===== src/rtl/rst_mgmt_eth.sv =====
// ============================================================================
// Module   : rst_mgmt_eth
// Brief    : Ethernet-domain reset sequencer driven by the MMCM lock signal.
// Revision : 1.0
// ============================================================================
`default_nettype none

module rst_mgmt_eth #(
    parameter int SYNC_STAGES        = 2,
    parameter int LOCK_FILTER_CYCLES = 16,
    parameter int RST_HOLD_CYCLES    = 64
) (
    input  logic       clk_in,
    input  logic       rst_in,
    input  logic       clk_locked_in,
    input  logic       lost_clr,
    output logic       rst_eth_out,
    output logic       rst_eth_n_out,
    output logic       eth_ready,
    output logic       lock_lost,
    output logic [7:0] lock_lost_cnt
);

    localparam int c_MAX = (LOCK_FILTER_CYCLES > RST_HOLD_CYCLES) ? LOCK_FILTER_CYCLES
                                                                   : RST_HOLD_CYCLES;
    localparam int c_CW  = $clog2(c_MAX + 1);
    // The WAIT_LOCK cycle that first sees lock is the first filtered cycle.
    localparam logic [c_CW-1:0] c_FILT_LAST = c_CW'((LOCK_FILTER_CYCLES >= 2) ?
                                                    (LOCK_FILTER_CYCLES - 2) : 0);
    localparam logic [c_CW-1:0] c_HOLD_LAST = c_CW'(RST_HOLD_CYCLES - 1);

    typedef enum logic [1:0] {
        S_WAIT_LOCK = 2'd0,
        S_FILTER    = 2'd1,
        S_HOLD      = 2'd2,
        S_RUN       = 2'd3
    } state_t;

    state_t                 r_state;
    state_t                 w_state_nxt;
    logic [c_CW-1:0]        r_cnt;
    logic [c_CW-1:0]        w_cnt_nxt;
    logic [SYNC_STAGES-1:0] r_sync;
    logic                   w_locked_s;
    logic                   w_loss;

    assign w_locked_s = r_sync[SYNC_STAGES-1];

    always_comb begin
        w_state_nxt = r_state;
        w_cnt_nxt   = r_cnt;
        w_loss      = 1'b0;
        case (r_state)
            S_WAIT_LOCK: begin
                if (w_locked_s) begin
                    w_state_nxt = (LOCK_FILTER_CYCLES == 1) ? S_HOLD : S_FILTER;
                    w_cnt_nxt   = '0;
                end
            end
            S_FILTER: begin
                if (!w_locked_s) begin
                    w_state_nxt = S_WAIT_LOCK;
                    w_cnt_nxt   = '0;
                end else if (r_cnt == c_FILT_LAST) begin
                    w_state_nxt = S_HOLD;
                    w_cnt_nxt   = '0;
                end else begin
                    w_cnt_nxt = r_cnt + 1'b1;
                end
            end
            S_HOLD: begin
                if (!w_locked_s) begin
                    w_state_nxt = S_WAIT_LOCK;
                    w_cnt_nxt   = '0;
                end else if (r_cnt == c_HOLD_LAST) begin
                    w_state_nxt = S_RUN;
                    w_cnt_nxt   = '0;
                end else begin
                    w_cnt_nxt = r_cnt + 1'b1;
                end
            end
            S_RUN: begin
                if (!w_locked_s) begin
                    w_state_nxt = S_WAIT_LOCK;
                    w_cnt_nxt   = '0;
                    w_loss      = 1'b1;
                end
            end
            default: begin
                w_state_nxt = S_WAIT_LOCK;
                w_cnt_nxt   = '0;
            end
        endcase
    end

    always_ff @(posedge clk_in) begin
        if (rst_in) begin
            r_state       <= S_WAIT_LOCK;
            r_cnt         <= '0;
            r_sync        <= '0;
            rst_eth_out   <= 1'b1;
            rst_eth_n_out <= 1'b0;
            eth_ready     <= 1'b0;
            lock_lost     <= 1'b0;
            lock_lost_cnt <= 8'd0;
        end else begin
            r_state       <= w_state_nxt;
            r_cnt         <= w_cnt_nxt;
            r_sync        <= {r_sync[SYNC_STAGES-2:0], clk_locked_in};
            rst_eth_out   <= (w_state_nxt != S_RUN);
            rst_eth_n_out <= (w_state_nxt == S_RUN);
            eth_ready     <= (w_state_nxt == S_RUN);
            // A loss on the same edge as a clear wins and restarts the count at one.
            if (w_loss) begin
                lock_lost     <= 1'b1;
                lock_lost_cnt <= lost_clr ? 8'd1 :
                                 ((lock_lost_cnt == 8'hFF) ? lock_lost_cnt
                                                           : lock_lost_cnt + 8'd1);
            end else if (lost_clr) begin
                lock_lost     <= 1'b0;
                lock_lost_cnt <= 8'd0;
            end
        end
    end

endmodule

`default_nettype wire


===== config.mk =====
export PLATFORM = sky130hd
export DESIGN_NAME = rst_mgmt_eth
export DESIGN_NICKNAME = d
export VERILOG_FILES = /design/src/rtl/rst_mgmt_eth.sv
export SDC_FILE = /design/constraint.sdc
export NUM_CORES = 1
export LEC_CHECK = 0
export BUFFER_PORTS_ARGS = -buffer_cell sky130_fd_sc_hd__buf_2
export CORE_UTILIZATION = 56
export CTS_BUF_LIST = sky130_fd_sc_hd__clkbuf_16
export DETAILED_ROUTE_END_ITERATION = 10
export GPL_TIMING_DRIVEN = 0
export PLACE_DENSITY = 0.83
export SLEW_MARGIN = 20
export SYNTH_ARGS = -nofsm -noshare
export SYNTH_HDL_FRONTEND = slang
export SYNTH_SLANG_ARGS = --single-unit

===== constraint.sdc =====
create_clock -name clk_in -period 1.7 [get_ports clk_in]
set_input_delay 0.34 -clock clk_in [delete_from_list [all_inputs] [get_ports clk_in]]
set_output_delay 0.34 -clock clk_in [all_outputs]
set_load 0.05 [all_outputs]

### Word level (Yosys, flattened, before mapping)

Cells that the tools add are included.

* $add $sub $neg: 2
* equality and inequality tests: 11
* mux-type cells: 22
* reduce and logical (&&, ||, !) cells: 4

Operator list (number)
* $mux W7: 6
* $mux W8: 4
* $pmux W7 S4: 1
* $mux W2: 6
* $add A8 B1 Y8 const B: 1
* $eq A8 B8 Y1 const B: 1
* $ne A2 B2 Y1 const B: 4
* $pmux W2 S4: 1
* $add A7 B1 Y7 const B: 1
* $eq A7 B4 Y1 const B: 1
* $eq A7 B6 Y1 const B: 1
* $eq A2 B2 Y1 const B: 3
* $mux W1: 4
* $reduce_and A2 Y1: 2
* $eq A2 B1 Y1 const B: 1
* $logic_not A2 Y1: 1
* $reduce_bool A2 Y1: 1

* register bits after elaboration: 22
* bits of input ports: 4
* output and inout bits: 12

### Depth between registers and ports, before layout

* depth after elaboration: 5
* depth in mapped cells: 6
* mapped depth without buffers: 6

### Least setup slack after synthesis

Ideal clock, no wire load.

* path type: flip-flop to flip-flop
* start point: register lock_lost_cnt[0]
* end point: register lock_lost_cnt[1]
* setup time: 0.122 ns
* arrival: 1.717 ns
* data required time: 1.578 ns
* path slack: -0.140 ns
* cell stages (with the launch flop): 6
* buffers on the path: 0
* period minus slack after synthesis: 1.840 ns
* path through: dfxtp_1 > ha_1 > nand3_1 > o21ai_0 > mux2i_1 > nor2_1

* cells in the longest elaborated chain, start to end: 4

RTL lines
* from (decl): line 21 `output logic [7:0] lock_lost_cnt`
* from (signal assigned): line 116 `lock_lost_cnt <= lost_clr ? 8'd1 :`
* $add A8 B1 Y8: line 118 `: lock_lost_cnt + 8'd1);`
* $mux W8: line 117 `((lock_lost_cnt == 8'hFF) ? lock_lost_cnt`
* $mux W8: line 116
* $mux W8: line 114 `if (w_loss) begin`

Several ways; a longest one is shown, not always the timed one. The select of a mux whose other input is x is not followed.
A chain may end at the register's enable or synchronous reset.

### Worst setup path in the final report

* start point: register r_cnt[0]
* end point: register rst_eth_out

* cells in the longest elaborated chain, start to end: 5

RTL lines
* from (decl): line 41 `logic [c_CW-1:0] r_cnt;`
* from (signal assigned): line 108 `r_cnt <= w_cnt_nxt;`
* $eq A7 B6 Y1 / $eq A7 B4 Y1 (equally long branches): line 75, 64
* $mux W2, on equally long branches: line 75, 64
* $mux W2, on equally long branches: line 72, 61
* $pmux W2 S4 (*): line 53 `case (r_state)`
* $ne A2 B2 Y1 (*): line 110 `rst_eth_out <= (w_state_nxt != S_RUN);`
* to (signal assigned): line 110
* to (decl): line 17 `output logic rst_eth_out,`

Every way passes the cells marked *; elsewhere a longest branch is shown, timed or not.

==> run_results.csv <==
group,metric,value,unit
route,post_drt_via_cell_ratio,6.03,
synth,netlist_area,1240,um2
synth,yosys-top-cells-count,"dfxtp_1 (22), nand2_1 (13), nor2_1 (12)",
placement,numPortBuffers,15,
power_and_ir_drop,power_density,713,nW/um2
critical_path,timing.critical_path.required,1.85,ns
global_routing,globalRouteMet3Util,0.0654,
global_routing,grt_pass1_wl,4800,um
placement,gp_congestion,0.920,
power_and_ir_drop,peakVddDrop,0.618,mV
floorplanning,fp.dieH,49.1,um
power_and_ir_drop,p_leak,0.560,nW
min_path,worst_hold_path.num_cells,2,
sta,fin_tns_setup,0,ns
min_path,timing.hold.worst_endpoint,"r_sync[0]$_SDFF_PP0_",
cts,cts-htree-levels,1,
global_routing,grt_antenna_before_repair,0,
floorplanning,die_area,2410,um2
min_path,hold_path.class,"input pin to flip-flop",
floorplanning,placementRows,16,
synth,synth_area_leaders,"dfxtp_1 (35%), ha_1 (8.1%), nand2_1 (3.9%), nor2_1 (3.6%), o211ai_1 (3.6%)",
synth,postSynth.asyncResetShare,0,
critical_path,reg2reg_path_depth,6,
cts,clock_tree_from_tritoncts,"done",
sta,fmax,610,MHz
cts,numClockSinks,22,
synth,yosys.area.top_type,"dfxtp_1",
cts,tritoncts.num_buffers,3,
cts,clk_pin_slew,0.06,ns
synth,cells_after_synthesis,144,
global_routing,global_route.usage.met2,0.429,
sta,unrepaired_setup_endpoints_after_global_routing,"true",
synth,synthDominantCellAreaShare,0.355,
route,route.final.wire_length,2770,um
synth,synth-warning-count,0,
synth,average_footprint_of_a_synthesized_cell,8.62,um2
sta,clock_skew,0.00275,ns
synth,post-synth-top-count-cell,"dfxtp_1",
min_path,hold_path.startpoint,"clk_locked_in",
route,route.antenna.remaining_nets,0,
global_routing,grt.met1_usage,0.300,
cells_and_area,flow.area_growth_from_synthesis,20.0,%
route,via_count,1152,
placement,hpwl,1970,um
cells_and_area,diodes,0,
global_routing,vias_in_the_first_global_route,1145,
route,wire_per_inst,14.5,um
synth,synth.ff_latch_count,22,
sta,timing_hold_violations_final,0,
critical_path,critPathArrivalTime,1.79,ns
cts,cts_root_buf,"clkbuf_16",
critical_path,reg2reg_to,"rst_eth_out$_SDFF_PP1_",
status,status,"completed",
global_routing,grt-ovfl-total,0,
floorplanning,floorplan.io_pins,16,
critical_path,cp-start-kind,"flip-flop",
critical_path,worst-path-max-fanout,7,
job,cap_viol_max_count,0,
synth,synth_cell_types,41,
sta,finalSetupViolCount,0,
global_routing,grt_use_total,0.254,
global_routing,grt_max_degree,13,
sta,worst_slew_pin_slew,0.442,ns
sta,final_period_minus_worst_setup_slack,1.64,ns
floorplanning,fp.dieW,49.1,um
route,first_pass_iters,4,
critical_path,timing_worst_setup_path_type,"flip-flop to flip-flop",
cells_and_area,layout.filler_cells,130,
global_routing,grt-busiest-layer,"met2",
sta,timing.final.crit_share,0.965,
sta,max_slew_margin,0.705,
critical_path,worst_reg2reg_startpoint,"r_cnt[0]$_SDFFE_PP0P_",
synth,synth_edf_count,0,
route,drc_errors,0,
floorplanning,initial_cell_density_of_the_core,0.614,
synth,postSynthNetCount,156,
sta,timing_max_transition_violations_final,0,
cells_and_area,design.final.nets,177,
cells_and_area,finish.utilization,0.736,
cts,clock_latency,0.25,ns
synth,dominant_register_cell_in_the_synthesized_netlist,"dfxtp_1",
floorplanning,core,2020,um2
critical_path,setup.worst_path.end_class,"flip-flop",
cells_and_area,layout-drive-gt1-share,0.262,
route,first_iter_violations,42,
power_and_ir_drop,finalPower,1.06,mW
cts,cts.path.max_buffers,2,
critical_path,minimum_setup_slack_among_reg_to_reg_paths,0.06,ns
synth,post_synthesis_sequential_area_ratio,0.355,
kinds of logic (layout without fill, tap and decap cells):
group                    Yosys count  after routing  share of synthesized area
AO/OA/AOI/OAI                     38             38                      0.214
XOR/XNOR                           5              5                     0.0353
flip-flops                        22             22                      0.355
multiplexers                       2              2                     0.0171
adder cells (fa/ha/maj)            8              8                     0.0806
buffers and inverters             14             34                     0.0484
AND/OR/NAND/NOR                   55             55                      0.250
state kept, by name, summed over array words and instances (netlist names):
| name | cells |
|---|---|
| lock_lost | 1 |
| r_cnt | 7 |
| r_state | 2 |
| rst_eth_out | 1 |
| eth_ready | 1 |
| r_sync | 2 |
| lock_lost_cnt | 8 |
power by group:
group | internal, mW | total (mW) | switching [mW]
Sequential | 0.517 | 0.520 | 0.00346
Clock | 0.314 | 0.495 | 0.181
Combinational | 0.0166 | 0.0467 | 0.0301
final cells by class:
class,count,area (um2),share of cell area
clock buffers,3,75.1,0.0504
plain buffers,6,30.0,0.0202
multi-input cells,108,778,0.523
inverters,8,30.0,0.0202
repair buffers,16,82.6,0.0555
clock inverters,1,3.75,0.00252
well taps,27,33.8,0.0227
flip-flops and latches,22,455,0.306
stage by stage:
step	hold WS (ns)	area [um2]	std cells	setup slack [ns]
6_report	0.316	1490	191	0.0596
5_1_grt	0.337	1490	191	-0.0571
4_1_cts	0.312	1470	191	0.00969
3_5_place_dp	0.428	1360	186	-0.109
3_3_place_gp	0.433	1360	186	-0.0658
2_1_floorplan	0.414	1250	144	0.00347
repair_timing:
action	in CTS	in global routing
cloned	0	0
hold buffers	0	0
endpoints found under the setup margin	5	8
resized for setup	6	11
buffers inserted	1	0
pin swaps	1	1
critical path, stage by stage, from the launching register on:
cell and delay (ns):
dfxtp_2 0.36, inv_1 0.05, ha_1 0.19, nor4b_4 0.14, a31oi_2 0.40, o211ai_1 0.19
a21bo_1 0.22
how the worst max path moves through the flow:
| stage | startpoint | end |
|---|---|---|
| floorplan | lock_lost_cnt[2]$_SDFFE_PP0P_ | lock_lost_cnt[1]$_SDFFE_PP0P_ |
| global placement | r_state[0]$_SDFF_PP0_ | rst_eth_out$_SDFF_PP1_ |
| detailed placement | r_cnt[0]$_SDFFE_PP0P_ | rst_eth_out$_SDFF_PP1_ |
| CTS | r_state[0]$_SDFF_PP0_ | rst_eth_out$_SDFF_PP1_ |
| global route | r_cnt[0]$_SDFFE_PP0P_ | rst_eth_out$_SDFF_PP1_ |
| finish | r_cnt[0]$_SDFFE_PP0P_ | rst_eth_out$_SDFF_PP1_ |
cells in the final DEF, fill, tap and decap left out, drive strengths merged, types with 2 or more instances in the layout:
master	count
a31oi	4
o211ai	6
o21a	2
xor2	3
o2111ai	4
nand3	6
nor2b	5
and2	2
nand2	13
dfxtp	22
nor3b	2
and3b	2
a21boi	2
inv	8
nor2	12
ha	8
clkbuf	5
and4b	2
o21ai	7
xnor2	2
nor3	2
buf	20
a21oi	6
nand4	2
per-layer routing:
metal / up-vias / wire [um]
met3: 7 / 143
met1: 553 / 1220
li1: 557 / -
met5: - / 0
met2: 35 / 1360
met4: 0 / 50
Note: power is estimated with default switching activity, not from simulation.
